--- src/rtl/picobello_preload_arbiter.sv ---
// Locks the shared SoC preload/debug memory port to one requester per preload session,
// with boot-mode gating, in-order read tracking and end-of-computation snooping.
module picobello_preload_arbiter #(
    parameter int                   NumSrc      = 3,
    parameter int                   AddrWidth   = 48,
    parameter int                   DataWidth   = 64,
    parameter int                   MaxOutst    = 4,
    parameter int                   LockTimeout = 1024,
    parameter logic [AddrWidth-1:0] EocAddr     = '0
) (
    input  logic                        clk_i,
    input  logic                        rst_i,
    input  logic [1:0]                  boot_mode_i,
    input  logic [NumSrc-1:0]           src_req_i,
    input  logic [NumSrc-1:0]           src_we_i,
    input  logic [NumSrc*AddrWidth-1:0] src_addr_i,
    input  logic [NumSrc*DataWidth-1:0] src_wdata_i,
    output logic [NumSrc-1:0]           src_gnt_o,
    output logic [NumSrc-1:0]           src_rvalid_o,
    output logic [DataWidth-1:0]        src_rdata_o,
    output logic                        mst_req_o,
    output logic                        mst_we_o,
    output logic [AddrWidth-1:0]        mst_addr_o,
    output logic [DataWidth-1:0]        mst_wdata_o,
    input  logic                        mst_gnt_i,
    input  logic                        mst_rvalid_i,
    input  logic [DataWidth-1:0]        mst_rdata_i,
    output logic [$clog2(NumSrc)-1:0]   owner_o,
    output logic                        locked_o,
    output logic                        eoc_valid_o,
    output logic [31:0]                 exit_code_o
);
    localparam int IdxW  = $clog2(NumSrc);
    localparam int OutW  = $clog2(MaxOutst + 1);
    localparam int IdleW = $clog2(LockTimeout + 1);

    typedef enum logic [1:0] {IDLE, OWNED, DRAIN} state_e;

    state_e                 state_q, state_d;
    logic [IdxW-1:0]        owner_q, rr_q, winner, cand;
    logic [OutW-1:0]        outst_q;
    logic [IdleW-1:0]       idle_q, idle_d;
    logic                   eoc_vld_p1;
    logic [31:0]            exit_code_p1;
    logic [NumSrc-1:0]      eligible;
    logic                   found, owned, own_req, own_we, own_pass, full, grant, rsp_ok;
    logic [AddrWidth-1:0]   own_addr;
    logic [DataWidth-1:0]   own_wdata;

    // Outside idle/preload boot mode only the JTAG bridge may touch memory, and read-only.
    function automatic logic src_pass(input logic [IdxW-1:0] idx, input logic we,
                                      input logic [1:0] mode);
        return (mode == 2'd0) || ((idx == '0) && !we);
    endfunction

    always_comb begin
        eligible = '0;
        for (int i = 0; i < NumSrc; i++) begin
            eligible[i] = src_req_i[i] && src_pass(IdxW'(i), src_we_i[i], boot_mode_i);
        end
    end

    always_comb begin
        found  = 1'b0;
        winner = '0;
        cand   = '0;
        for (int k = 0; k < NumSrc; k++) begin
            cand = IdxW'((int'(rr_q) + k) % NumSrc);
            if (!found && eligible[cand]) begin
                found  = 1'b1;
                winner = cand;
            end
        end
    end

    always_comb begin
        own_req   = 1'b0;
        own_we    = 1'b0;
        own_addr  = '0;
        own_wdata = '0;
        for (int i = 0; i < NumSrc; i++) begin
            if (owner_q == IdxW'(i)) begin
                own_req   = src_req_i[i];
                own_we    = src_we_i[i];
                own_addr  = src_addr_i[i*AddrWidth +: AddrWidth];
                own_wdata = src_wdata_i[i*DataWidth +: DataWidth];
            end
        end
    end

    always_comb begin
        owned    = (state_q == OWNED);
        own_pass = src_pass(owner_q, own_req && own_we, boot_mode_i);
        full     = (outst_q == OutW'(MaxOutst));

        mst_req_o   = owned && own_req && own_pass && (own_we || !full);
        mst_we_o    = owned ? own_we : 1'b0;
        mst_addr_o  = owned ? own_addr : '0;
        mst_wdata_o = owned ? own_wdata : '0;
        grant       = mst_req_o && mst_gnt_i;

        // Responses with nothing outstanding are stray (e.g. issued before a reset).
        rsp_ok       = mst_rvalid_i && (outst_q != '0);
        src_gnt_o    = '0;
        src_rvalid_o = '0;
        src_gnt_o[owner_q]    = grant;
        src_rvalid_o[owner_q] = rsp_ok;
        src_rdata_o  = rsp_ok ? mst_rdata_i : '0;

        state_d = state_q;
        idle_d  = idle_q;
        case (state_q)
            IDLE: begin
                idle_d = '0;
                if (found) state_d = OWNED;
            end
            OWNED: begin
                idle_d = own_req ? '0 : idle_q + 1'b1;
                if (!own_pass || idle_d == IdleW'(LockTimeout)) state_d = DRAIN;
            end
            DRAIN: begin
                if (outst_q == '0) state_d = IDLE;
            end
            default: state_d = IDLE;
        endcase
    end

    always_ff @(posedge clk_i or posedge rst_i) begin
        if (rst_i) begin
            state_q      <= IDLE;
            owner_q      <= '0;
            rr_q         <= '0;
            outst_q      <= '0;
            idle_q       <= '0;
            eoc_vld_p1   <= 1'b0;
            exit_code_p1 <= '0;
        end else begin
            state_q <= state_d;
            idle_q  <= idle_d;
            if (state_q == IDLE && found) owner_q <= winner;
            if (state_q == DRAIN && outst_q == '0) begin
                rr_q <= (owner_q == IdxW'(NumSrc - 1)) ? '0 : owner_q + 1'b1;
            end
            case ({grant && !mst_we_o, rsp_ok})
                2'b10:   outst_q <= outst_q + 1'b1;
                2'b01:   outst_q <= outst_q - 1'b1;
                default: outst_q <= outst_q;
            endcase
            // EOC snoop stage: granted scratch write with the done bit set
            if (grant && mst_we_o && mst_addr_o == EocAddr && mst_wdata_o[0]) begin
                eoc_vld_p1   <= 1'b1;
                exit_code_p1 <= {1'b0, mst_wdata_o[31:1]};
            end
        end
    end

    assign owner_o     = owner_q;
    assign locked_o    = (state_q != IDLE);
    assign eoc_valid_o = eoc_vld_p1;
    assign exit_code_o = exit_code_p1;
endmodule

--- config.mk ---
export PLATFORM = sky130hd
export DESIGN_NAME = picobello_preload_arbiter
export DESIGN_NICKNAME = d
export VERILOG_FILES = /design/src/rtl/picobello_preload_arbiter.sv
export SDC_FILE = /design/constraint.sdc
export NUM_CORES = 1
export LEC_CHECK = 0
export CELL_PAD_IN_SITES_DETAIL_PLACEMENT = 1
export CELL_PAD_IN_SITES_GLOBAL_PLACEMENT = 2
export CORE_AREA = 3 3 246 248
export CTS_CLUSTER_DIAMETER = 50
export DETAILED_ROUTE_END_ITERATION = 6
export DIE_AREA = 0 0 249 251
export PLACE_DENSITY_LB_ADDON = 0.1
export SYNTH_ARGS = -nofsm -noshare
export SYNTH_HDL_FRONTEND = slang
export SYNTH_SLANG_ARGS = --single-unit
export TNS_END_PERCENT = 30
--- constraint.sdc ---
create_clock -name clk_i -period 2.67 [get_ports clk_i]
set_clock_uncertainty 0.15 [all_clocks]
set_input_delay 0.267 -clock clk_i [delete_from_list [all_inputs] [get_ports clk_i]]
set_output_delay 0.267 -clock clk_i [all_outputs]
set_load 0.01 [all_outputs]
Word level (Yosys, flattened, before mapping) --
Cells that the tools add are included.
Cells by class: add/sub/neg operators 6, div/mod/pow operators 3, $lt $le $gt $ge 5, equality and inequality tests 11, muxes and demuxes 38, bitwise gates (word level) 2, reduce and logical (&&, ||, !) cells 40
Operators with widths (count):
- 64-bit two-way mux | 5
- 48-bit two-way mux | 4
- 32-bit by 3-bit modulo with 32-bit output (second input constant) | 2
- 48-bit zero test | 1
- 3-bit by 3-bit modulo with 32-bit output (second input constant) | 1
- 11-bit one-hot mux with 2 select lines | 1
- 1-bit logical AND | 19
- 1-bit two-way mux | 14
- 2-bit two-way mux | 7
- 2-bit by 3-bit < comparator with 1-bit output (second input constant) | 4
- 11-bit by 1-bit adder with 11-bit output (second input constant) | 1
- 11-bit equality test (second input constant) | 1
- 11-bit two-way mux | 1
- 1-bit zero test | 7
- 3-bit bitwise AND | 2
- 1-bit binary-select mux with 2-bit select | 3
- 2-bit by 1-bit equality test with 1-bit output (second input constant) | 3
- 2-bit equality test (second input constant) | 3
- 2-bit zero test | 3
- 2-bit one-hot mux with 3 select lines | 1
- 3-bit one-hot mux with 2 select lines | 1
- 2-bit nonzero test | 3
- 1-bit logical OR | 4
- 2-bit by 1-bit != test with 1-bit output (second input constant) | 2
- 12 further kinds | 12
Storage, ports and cells: flip-flop bits (word level) 52, output and inout port bits 220, word-level logic and storage cells 112

Longest topological paths before layout --
word-level depth 14, mapped depth 12

Worst setup path after synthesis --
Ideal clock, no wire load.
path kind reg-to-reg, from reg owner_q[1] (netlist: owner_o[1]), to reg outst_q[2], library setup time 0.079 ns, arrival time 2.516 ns, setup slack -0.075 ns, stages on the path, launching flop included 12, buffers on the path 1, clock period less this slack 2.745 ns, path through dfrtp_1 buf_6 mux2_2 a22oi_1 a311o_1 or2_2 ha_1 inv_1 fa_1 xor2_1 nor2_1 xor2_1
Between the ends: longest elaborated chain between the ends 14
Ends and longest elaborated chain:
- start, declared | RTL line 40 | logic [IdxW-1:0] owner_q, rr_q, winner, cand;
- start signal, assigned | RTL line 140 | if (state_q == IDLE && found) owner_q <= winner;
- 2-bit zero test | RTL line 53, 82
- 1-bit two-way mux (3 in series) | RTL line 82 | if (owner_q == IdxW'(i)) begin
- 1-bit logical AND | RTL line 93 | own_pass = src_pass(owner_q, own_req && own_we, boot_mode_i);
- 1-bit zero test | RTL line 53 | return (mode == 2'd0) || ((idx == '0) && !we);
- 1-bit logical AND | RTL line 53
- 1-bit logical OR | RTL line 53
- 1-bit logical AND (2 in series) | RTL line 96 | mst_req_o = owned && own_req && own_pass && (own_we || !full);
- 1-bit logical AND | RTL line 100 | grant = mst_req_o && mst_gnt_i;
- 1-bit logical AND * | RTL line 144 | case ({grant && !mst_we_o, rsp_ok})
- 2-bit by 1-bit equality test with 1-bit output / 2-bit equality test (equally long branches) | RTL line 144
- 3-bit one-hot mux with 2 select lines / 2-bit nonzero test (equally long branches)
- end signal, assigned | RTL line 145 | 2'b10: outst_q <= outst_q + 1'b1;
- end signal, assigned | RTL line 146 | 2'b01: outst_q <= outst_q - 1'b1;
- end signal, assigned | RTL line 147 | default: outst_q <= outst_q;
- end, declared | RTL line 41 | logic [OutW-1:0] outst_q;
Every way passes the cells marked *; elsewhere a longest branch is shown, timed or not. A chain may end at the register's enable or synchronous reset.

Worst setup path in the final report --
from reg owner_q[1] (netlist: owner_o[1]), to reg exit_code_p1[10] (netlist: exit_code_o[10])
Between the ends: longest elaborated chain between the ends 14
Ends and longest elaborated chain:
- 2-bit zero test | RTL line 53, 82
- 1-bit two-way mux (3 in series) | RTL line 82
- 1-bit logical AND | RTL line 93
- 1-bit zero test | RTL line 53
- 1-bit logical AND | RTL line 53
- 1-bit logical OR | RTL line 53
- 1-bit logical AND (2 in series) | RTL line 96
- 1-bit logical AND | RTL line 100
- 1-bit logical AND (3 in series) | RTL line 150 | if (grant && mst_we_o && mst_addr_o == EocAddr && mst_wdata_o[0]) begin
- end signal, assigned | RTL line 152 | exit_code_p1 <= {1'b0, mst_wdata_o[31:1]};
- end, declared | RTL line 44 | logic [31:0] exit_code_p1;
Several ways; a longest one is shown, not always the timed one.

==> flow_metrics.env <==
export IMPL_antenna_left=0
export IMPL_hold_ws_ps=176
export IMPL_setup_viol=41
export IMPL_r2r_cells=13
export IMPL_drt_wl_total_mm=49.4
export IMPL_nets=1953
export IMPL_postCtsHoldBufs=0
export IMPL_fp_dieW_um=249
export IMPL_antenna_found_initial=4
export IMPL_rr_startpoint="owner_o[1]"
export IMPL_ys_flop_type="dfrtp_1"
export IMPL_drcViolationCount=0
export IMPL_synth_nets=1269
export IMPL_synth_edf_count=0
export IMPL_initial_core_util_pct=10.6
export IMPL_dp_hpwl_mm=40.3
export IMPL_die_h_um=251
export IMPL_critPathKind="flop to flop"
export IMPL_cts_sinks=52
export IMPL_p_leak_uw=0.00699
export IMPL_synth_compound_area_share_pct=20.4
export IMPL_final_cells=2311
export IMPL_layout_drive_gt1_share_pct=16.1
export IMPL_via_count=9052
export IMPL_grt_max_degree=65
export IMPL_setup_ws_ps=-280
export IMPL_rows=89
export IMPL_cts_tree="yes"
export IMPL_clock_root_buffer="clkbuf_16"
export IMPL_finalInstanceArea_um2=14900
export IMPL_synthSimpleGateAreaFrac_pct=30.3
export IMPL_routabilityCongestion=0.764
export IMPL_finalCritPeriodShare_pct=110
export IMPL_cp_required_ps=2760
export IMPL_syn_area_um2=6220
export IMPL_core_um2=58700
export IMPL_clk_latency_ps=300
export IMPL_violations="negative setup slack"
export IMPL_via_per_inst=3.92
export IMPL_async_flop_share_pct=100
export IMPL_multi_input_area_um2=4890
export IMPL_synth_top_family_by_area="simple AND/OR/NAND/NOR gates"
export IMPL_avgSynthCellArea_um2=7.31
export IMPL_max_cap_violations=0
export IMPL_ir_drop_mv=0.319
export IMPL_relSlewSlack_pct=64.6
export IMPL_arrival_ps=3040
export IMPL_ys_seq_area_share_pct=20.9
export IMPL_p_per_area_nw_per_um2=666
export IMPL_regArea_um2=1310
export IMPL_grt_pass1_wl_mm=70.4
export IMPL_r2r_end="exit_code_o[10]"
export IMPL_io_pins=632
export IMPL_critPathMaxFanout=11
export IMPL_area_delta_synth_final_pct=139
export IMPL_clock_path_buffers=2
export IMPL_outcome="finished with violations"
export IMPL_r2r_slack_ps=-280
export IMPL_place_area_um2=14100
export IMPL_synthXorXnorAreaFrac_pct=1.27
export IMPL_cts_buffers=5
export IMPL_clk_pin_slew_ps=80
export IMPL_overflow=0
export IMPL_routedWlPerCell_um=21.4
export IMPL_track_usage_pct=15.0
export IMPL_total_power_uw=9890
export IMPL_drt_iter0_drc=200
export IMPL_yosys_warnings=0
export IMPL_synth_mux_area_share_pct=18.9
export IMPL_dieArea_um2=62500
export IMPL_grt_pass1_vias=9884
export IMPL_dp_cells=2278
export IMPL_synthAdderAreaFrac_pct=1.33
export IMPL_netlist_instances=851
export IMPL_io_buffer_count=630
export IMPL_ys_ff_latch=52
export IMPL_fmax_mhz=339
export IMPL_fin_tns_setup_ps=-8680
export IMPL_first_pass_iters=4
export IMPL_cp_start_kind="flop"
export IMPL_period_minus_slack_ps=2950
export IMPL_report_final_slew_viol_count=0
export IMPL_worst_slew_pin_slew_ps=531
export IMPL_fill_cells=6921
export IMPL_h_tree_depth=2
export IMPL_finalHoldViolations=0
export IMPL_grt_setup_unrepaired="true"
export IMPL_synth_distinct_cells=54
export IMPL_hp_class="input pin to asynchronous set/reset pin"
export IMPL_endpoint_kind="flop"
-- synthesized netlist by cell type, drive strengths merged (2+ instances only) --
cell type	n	area share, %
a211oi	3	0.36
a21o	32	3.9
a21oi	88	7.1
a22o	2	0.28
a22oi	2	0.24
a31oi	3	0.30
and2	93	9.4
and3	34	3.4
buf	40	4.0
clkbuf	35	2.1
dfrtp	52	21
ha	5	1.0
inv	13	0.78
mux2	4	0.72
mux2i	113	18
nand2	18	1.1
nand2b	3	0.30
nand3	4	0.32
nand3b	3	0.36
nand4	11	1.1
nor2	188	11
nor2b	4	0.44
nor3	10	0.80
nor4	10	1.3
o211ai	2	0.32
o21ai	17	1.4
o2bb2ai	29	4.1
o31ai	5	0.60
o32a	2	0.32
or2	3	0.30
xnor2	3	0.42
xor2	6	0.84
-- metal layers --
| metal | vias up | global-route usage, % | wire [um] |
|---|---|---|---|
| met5 | - | 0 | 26 |
| met4 | 4 | 1.85 | 650 |
| met3 | 30 | 5.18 | 3810 |
| met2 | 346 | 28.3 | 25700 |
| met1 | 4330 | 16.6 | 19200 |
| li1 | 4342 | - | - |
-- placed cells by master (no fill, tap or decap), types with 5 or more instances in the layout --
cell,n
clkdlybuf4s50_1,470
nor2_1,178
mux2i_1,104
dlygate4sd2_1,103
and2_1,93
buf_4,92
a21oi_1,69
dfrtp_1,49
and3_1,33
a21o_1,32
a21oi_2,19
nand2_1,18
o2bb2ai_1,18
dlymetal6s2s_1,17
o21ai_0,16
clkbuf_2,15
buf_12,15
nand4_1,11
nor2_2,10
inv_1,9
clkdlybuf4s15_1,9
nor3_1,8
o2bb2ai_2,8
buf_6,8
xor2_1,6
mux2i_2,6
clkbuf_16,6
buf_16,6
o31ai_1,5
buf_2,5
clkdlybuf4s15_2,5
-- worst max-delay path by stage --
stage / from / end
6_report: owner_o[1] / exit_code_o[10]
3_3_place_gp: src_we_i[0] / mst_req_o
3_5_place_dp: owner_o[1] / exit_code_o[6]
4_1_cts: owner_o[1] / exit_code_o[8]
2_1_floorplan: owner_o[1] / outst_q[2]
5_1_grt: owner_o[1] / exit_code_o[16]
-- critical path, stage by stage (launching register included) --
cell and delay [ps]:
dfrtp_4 540, buf_6 140, buf_12 150, mux2_4 200, a22oi_2 60, a311o_1 390
buf_6 140, o21bai_2 200, nor4_4 270, buf_6 150, buf_6 120, clkbuf_16 150
and3_1 150, a21o_1 80
-- report_power, final --
group	internal (uW)	switching, uW
Clock	358	345
Combinational	4040	4180
Sequential	876	95.3
-- cell type report --
| class | count | area share (%) |
|---|---|---|
| Timing Repair Buffer | 752 | 50.3 |
| Multi-Input combinational cell | 711 | 32.9 |
| Antenna cell | 2 | 0.0337 |
| Clock inverter | 3 | 0.185 |
| Clock buffer | 5 | 0.842 |
| Tap cell | 773 | 6.51 |
| Sequential cell | 52 | 8.82 |
| Inverter | 13 | 0.371 |
-- state kept, by name, indices dropped and copies added (netlist names) --
register / cells
owner_o: 2
state_q: 2
idle_q: 11
rr_q: 2
eoc_valid_o: 1
exit_code_o: 31
outst_q: 3
-- stage by stage --
step,worst slack [ps],util [%]
floorplan,2.69,-
global placement,-459,24.0
detailed placement,-452,24.0
CTS,-301,25.0
global route,-403,25.3
finish,-280,25.3
-- kinds of logic (layout without fill, tap and decap cells) --
logic type                 count (synthesis)  after routing
AOI/OAI and AO/OA                        196            196
xor gates and xnor gates                   9              9
adders and majority gates                  6              6
buffers and inverters                     88            773
DFF                                       52             52
muxes                                    117            117
other                                      1              3
and+or+nand+nor                          382            382
-- what timing repair did --
item | 4_1_cts | 5_1_grt
setup endpoints to repair | 213 | 114
gates cloned | 5 | 1
hold endpoints to repair | 0 | 0
pin swaps | 11 | 17
setup buffers | 15 | 2
gates resized for setup | 250 | 94
Power figures use the tool's default switching activity.
==> patch 1: new RTL, same flow settings <==
Make the reset (`rst_i`) synchronous in one clocked block.
--- a/src/rtl/picobello_preload_arbiter.sv
+++ b/src/rtl/picobello_preload_arbiter.sv
@@ -125,7 +125,7 @@
         endcase
     end
 
-    always_ff @(posedge clk_i or posedge rst_i) begin
+    always_ff @(posedge clk_i) begin
         if (rst_i) begin
             state_q      <= IDLE;
             owner_q      <= '0;
Formal check against the unedited RTL: differs if rst_i is asserted again (counterexample within 4 cycles, from zero or initial values and one cycle with rst_i high); with rst_i held inactive, the same outputs for 4 cycles.
==> patch 1 against the unedited design <==
The run still ends with setup timing left. Critical path depth shrank 2. Sequential cell count is the same. Sequential share of layout area shrank 1.8 points. Power shrank 41%. Area after synthesis shrank 3.3%. Fmax grew 3.1%. First-iteration DRC count shrank 6.0%. Global-route usage grew 0.56 points. Design area grew 1.3%. Via count grew 2.2%. Routed wire length grew 3.7%. Cell count grew 2.2%. Setup slack gained 0.090 ns. Critical endpoint is now exit_code_o[18]$_SDFFE_PP0P_. Highest routed layer unchanged.
==> patch 1: results (changes against the unedited design) <==
HPWL after detailed placement 42.3 mm (+4.9%); R2R depth 11 (-2); routed length on met2 27.5 mm (+6.8%); syn_nets 1285 (+1.3%); RR Startpoint owner_o[1]$_SDFFE_PP0P_; Layout Nets 2004 (+2.6%); hold crit path type reg2reg; Avg WL per Cell 21.7 um (+1.5%); Port Buffers 630 (unchanged); Final Cell Area 0.0150 mm^2 (+1.3%); switching part of the total 41.8% (-4.9 points); Max VDD drop 0.246 mV (-23%); Vias/cell 3.92 (about the same); final worst slack -0.190 ns (+0.0897 ns); post-CTS setup buffer count 18 (+3); post-CTS resize count 141 (-44%); Area after DPL 0.0141 mm^2 (about the same); RR Endpoint exit_code_o[18]$_SDFFE_PP0P_; Synth async-reset ratio 0% (-100 points); vias in the first global route 10.2k (+3.6%); Hold Crit Start exit_code_o[0]$_SDFFE_PP0P_; Clock group 0.730 mW (+3.8%); DRT met1 WL 19.0 mm (-0.78%); Netlist cell types 57 (+5.6%); Final setup viols 35 (-15%); sequential fraction of design power 14.0% (+4.2 points); first-pass GRT wire length 72.8 mm (+3.5%); top cells by area, synth mux2i_1 19%, dfxtp_1 17%, nor2_1 12%; critical path peak fanout 8 (-3); met3 wire length 3.60 mm (-5.5%); drt initial violations 188 (-6.0%); max incr delay on CP 0.41 ns (-0.13 ns); Setup Slack @ Placement -0.570 ns (-0.119 ns); outcome finished with violations; ys flop type dfxtp_1; final setup TNS -5.05 ns (+3.63 ns); proportion of layout cells with a drive suffix above 1 20.5% (+4.4 points); list of most frequent post-synthesis cells 185 x nor2_1, 114 x mux2i_1, 84 x and2_1; GP Congestion 0.838 (+9.6%); Leak Pwr 6.04 nW (-14%); CP arrival 2.95 ns (-0.09 ns); WHS 0.311 ns (+0.135 ns); met1 Use GR 16.3% (-0.27 points); crit path max-delay cell type dfxtp_4; met3 usage 4.41% (-0.78 points); sequential cell area fraction in the yosys report 17.3% (-3.6 points); antenna violations before repair 9 (+5); post-placement cell count 2317 (+1.7%); Tot GR Track Use 15.6% (+0.56 points); worst-margin pin slew 0.600 ns (+0.0697 ns); violated checks setup timing; largest net degree at the start of global routing 56 (-14%); GR Layer Usage met2 30.5% (+2.2 points); Vias 9250 (+2.2%)
==> patch 1: changes by cell type after synthesis, moves of 26 or more <==
cell / delta
dfxtp_1: +52
a22oi_1: +31
and3_1: -30
a21o_1: -31
dfrtp_1: -52
nand2_1: +53
mux2_2: +26
==> patch 1: how the worst max path moves through the flow <==
stage / endpoint / from / depth (start not counted) / slack, ns
6_report: exit_code_o[18]$_SDFFE_PP0P_ / owner_o[1]$_SDFFE_PP0P_ / 11 / -0.19
5_1_grt: exit_code_o[5]$_SDFFE_PP0P_ / owner_o[1]$_SDFFE_PP0P_ / 10 / -0.33
4_1_cts: exit_code_o[18]$_SDFFE_PP0P_ / owner_o[1]$_SDFFE_PP0P_ / 11 / -0.23
3_5_place_dp: exit_code_o[20]$_SDFFE_PP0P_ / owner_o[1]$_SDFFE_PP0P_ / 10 / -0.57
3_3_place_gp: exit_code_o[10]$_SDFFE_PP0P_ / owner_o[1]$_SDFFE_PP0P_ / 10 / -0.48
2_1_floorplan: exit_code_o[10]$_SDFFE_PP0P_ / owner_o[1]$_SDFFE_PP0P_ / 9 / -0.006
==> patch 1: cell families (layout without fill, tap and decap cells) <==
family          after synthesis  count (layout)  synth area share [%]
xor+xnor                      4               4                 0.582
fa+ha+maj                     6               6                  1.37
buf+inv                      85             805                  6.24
flops                        52              52                  17.3
simple gates                405             405                  32.1
compound gates              168             168                  17.4
mux                         146             146                  25.0
other cells                   1               2                0.0623
==> patch 1: cell type report <==
| class | instances | area share (%) |
|---|---|---|
| inverter | 11 | 0.274 |
| multi-input combinational | 730 | 33.4 |
| timing repair buffer | 786 | 51.9 |
| clock inverter | 3 | 0.191 |
| clock buffer | 5 | 0.832 |
| sequential | 52 | 6.99 |
| antenna | 1 | 0.0166 |
| tap | 773 | 6.43 |
==> patch 2: new RTL, same flow settings <==
Made on the original files. Set the parameter `LockTimeout` to 512 (it was 1024).
--- a/src/rtl/picobello_preload_arbiter.sv
+++ b/src/rtl/picobello_preload_arbiter.sv
@@ -5,7 +5,7 @@
     parameter int                   AddrWidth   = 48,
     parameter int                   DataWidth   = 64,
     parameter int                   MaxOutst    = 4,
-    parameter int                   LockTimeout = 1024,
+    parameter int                   LockTimeout = 512,
     parameter logic [AddrWidth-1:0] EocAddr     = '0
 ) (
     input  logic                        clk_i,
Function: same outputs for any inputs over 4 cycles, from zero or initial values and one cycle with rst_i high; that may be too few to reach the edited logic, so the function may still have changed.
==> patch 2 against the unedited design <==
The run still ends with setup timing left. Non-clock buffer count is 9 higher. Clock power is 13% higher. Area after synthesis is 2.1% lower. Power is 7.1% higher. Critical path depth is 3 lower. Routed wire length is 4.1% higher. Count of clock-buffer cells in the layout is 1 higher. Setup slack worse by 0.10 ns. Sequential cell count is 1 lower. Die area stayed put. Global-route usage is 0.13 points higher. First-iteration DRC count is 7.0% higher. Design area is 0.60% higher.
==> patch 2: results (changes against the unedited design) <==
Leak Pwr 6.55 nW (-6.3%); non-filler cells, final 2276 (-1.5%); proportion of layout cells with a drive suffix above 1 18.9% (+2.7 points); GP Congestion 0.816 (+6.7%); Finished Core Util 25.5% (+0.15 points); vias in the first global route 9452 (-4.4%); post-placement cell count 2232 (-2.0%); Tot GR Track Use 15.1% (+0.13 points); GR Layer Usage met2 30.4% (+2.1 points); post-synthesis mux area share 27.1% (+8.2 points); Vias 8673 (-4.2%); sequential cell area fraction in the yosys report 21.0% (+0.040 points); comb pwr 8.84 mW (+7.5%); met1 Use GR 15.8% (-0.82 points); final setup TNS -11.89 ns (-3.21 ns); Layout Nets 1910 (-2.2%); clkbuf count 6 (+1); DRT met1 WL 19.0 mm (-0.93%); Synth Area in XOR/XNOR 0.863% (-0.40 points); outcome finished with violations; Area after DPL 0.0140 mm^2 (-0.23%); clk cell area share 1.19% (+0.16 points); Max VDD drop 0.370 mV (+16%); critical path peak fanout 16 (+5); Non-clock buffers 761 (+1.2%); ant diodes 10 (+8); WHS 0.119 ns (-0.0567 ns); Clock power frac 7.5% (+0.4 points); HPWL after detailed placement 42.9 mm (+6.4%); final worst slack -0.383 ns (-0.103 ns); met3 wire length 2.94 mm (-23%); post-CTS resize count 168 (-33%); sw power 4.93 mW (+6.8%); fraction of area in multi-input gates 32.3% (-0.59 points); # fillers 6807 (-1.6%); Netlist cell types 51 (-5.6%); syn_nets 1208 (-4.8%); antenna violations before repair 15 (+11); Final setup viols 40 (-2.4%); violated checks setup timing; RR Endpoint exit_code_o[6]$_DFFE_PP0P_; Synth Area in Compound Gates 16.3% (-4.1 points); top cells by area, synth dfrtp_1 21%, mux2i_1 18%, nor2_1 11%; Avg WL per Cell 22.6 um (+5.7%); R2R depth 10 (-3); max incr delay on CP 0.56 ns (+0.02 ns); #FFs+latches synth 51 (-1.9%); Setup Slack @ Placement -0.527 ns (-0.0757 ns); non-clock inverter count 12 (-1); CP arrival 3.09 ns (+0.05 ns); RR Startpoint owner_o[0]$_DFFE_PP0P_; crit-path leading delay family simple AND/OR/NAND/NOR gates; Int Pwr 5.66 mW (+7.3%); list of most frequent post-synthesis cells 176 x nor2_1, 110 x mux2i_1, 97 x and2_1; drt initial violations 214 (+7.0%); multi-input gates 661 (-7.0%); Post-Synth Adder-Cell Area 1.36% (+0.029 points); first-pass GRT wire length 69.6 mm (-1.1%); routed length on met2 29.0 mm (+13%); Post-Syn Instances 790 (-7.2%)
==> patch 2: cell types whose count changed in the layout (fill, tap and decap cells not counted), moves of 8 or more <==
cell / change
a21o_1: -32
a21oi_1: +11
a21oi_2: -16
and3_1: -28
buf_4: +16
clkdlybuf4s50_1: +37
diode_2: +8
dlygate4sd2_1: -54
dlymetal6s2s_1: +17
mux2_4: +29
o2bb2ai_2: +12
==> patch 2: worst max-delay path by stage <==
stage	from	endpoint	depth (start not counted)
floorplan	owner_o[0]$_DFFE_PP0P_	exit_code_o[10]$_DFFE_PP0P_	11
global placement	owner_o[0]$_DFFE_PP0P_	exit_code_o[19]$_DFFE_PP0P_	10
detailed placement	src_addr_i[3]	exit_code_o[23]$_DFFE_PP0P_	9
CTS	owner_o[0]$_DFFE_PP0P_	exit_code_o[9]$_DFFE_PP0P_	10
global route	owner_o[0]$_DFFE_PP0P_	exit_code_o[6]$_DFFE_PP0P_	10
finish	owner_o[0]$_DFFE_PP0P_	exit_code_o[6]$_DFFE_PP0P_	10
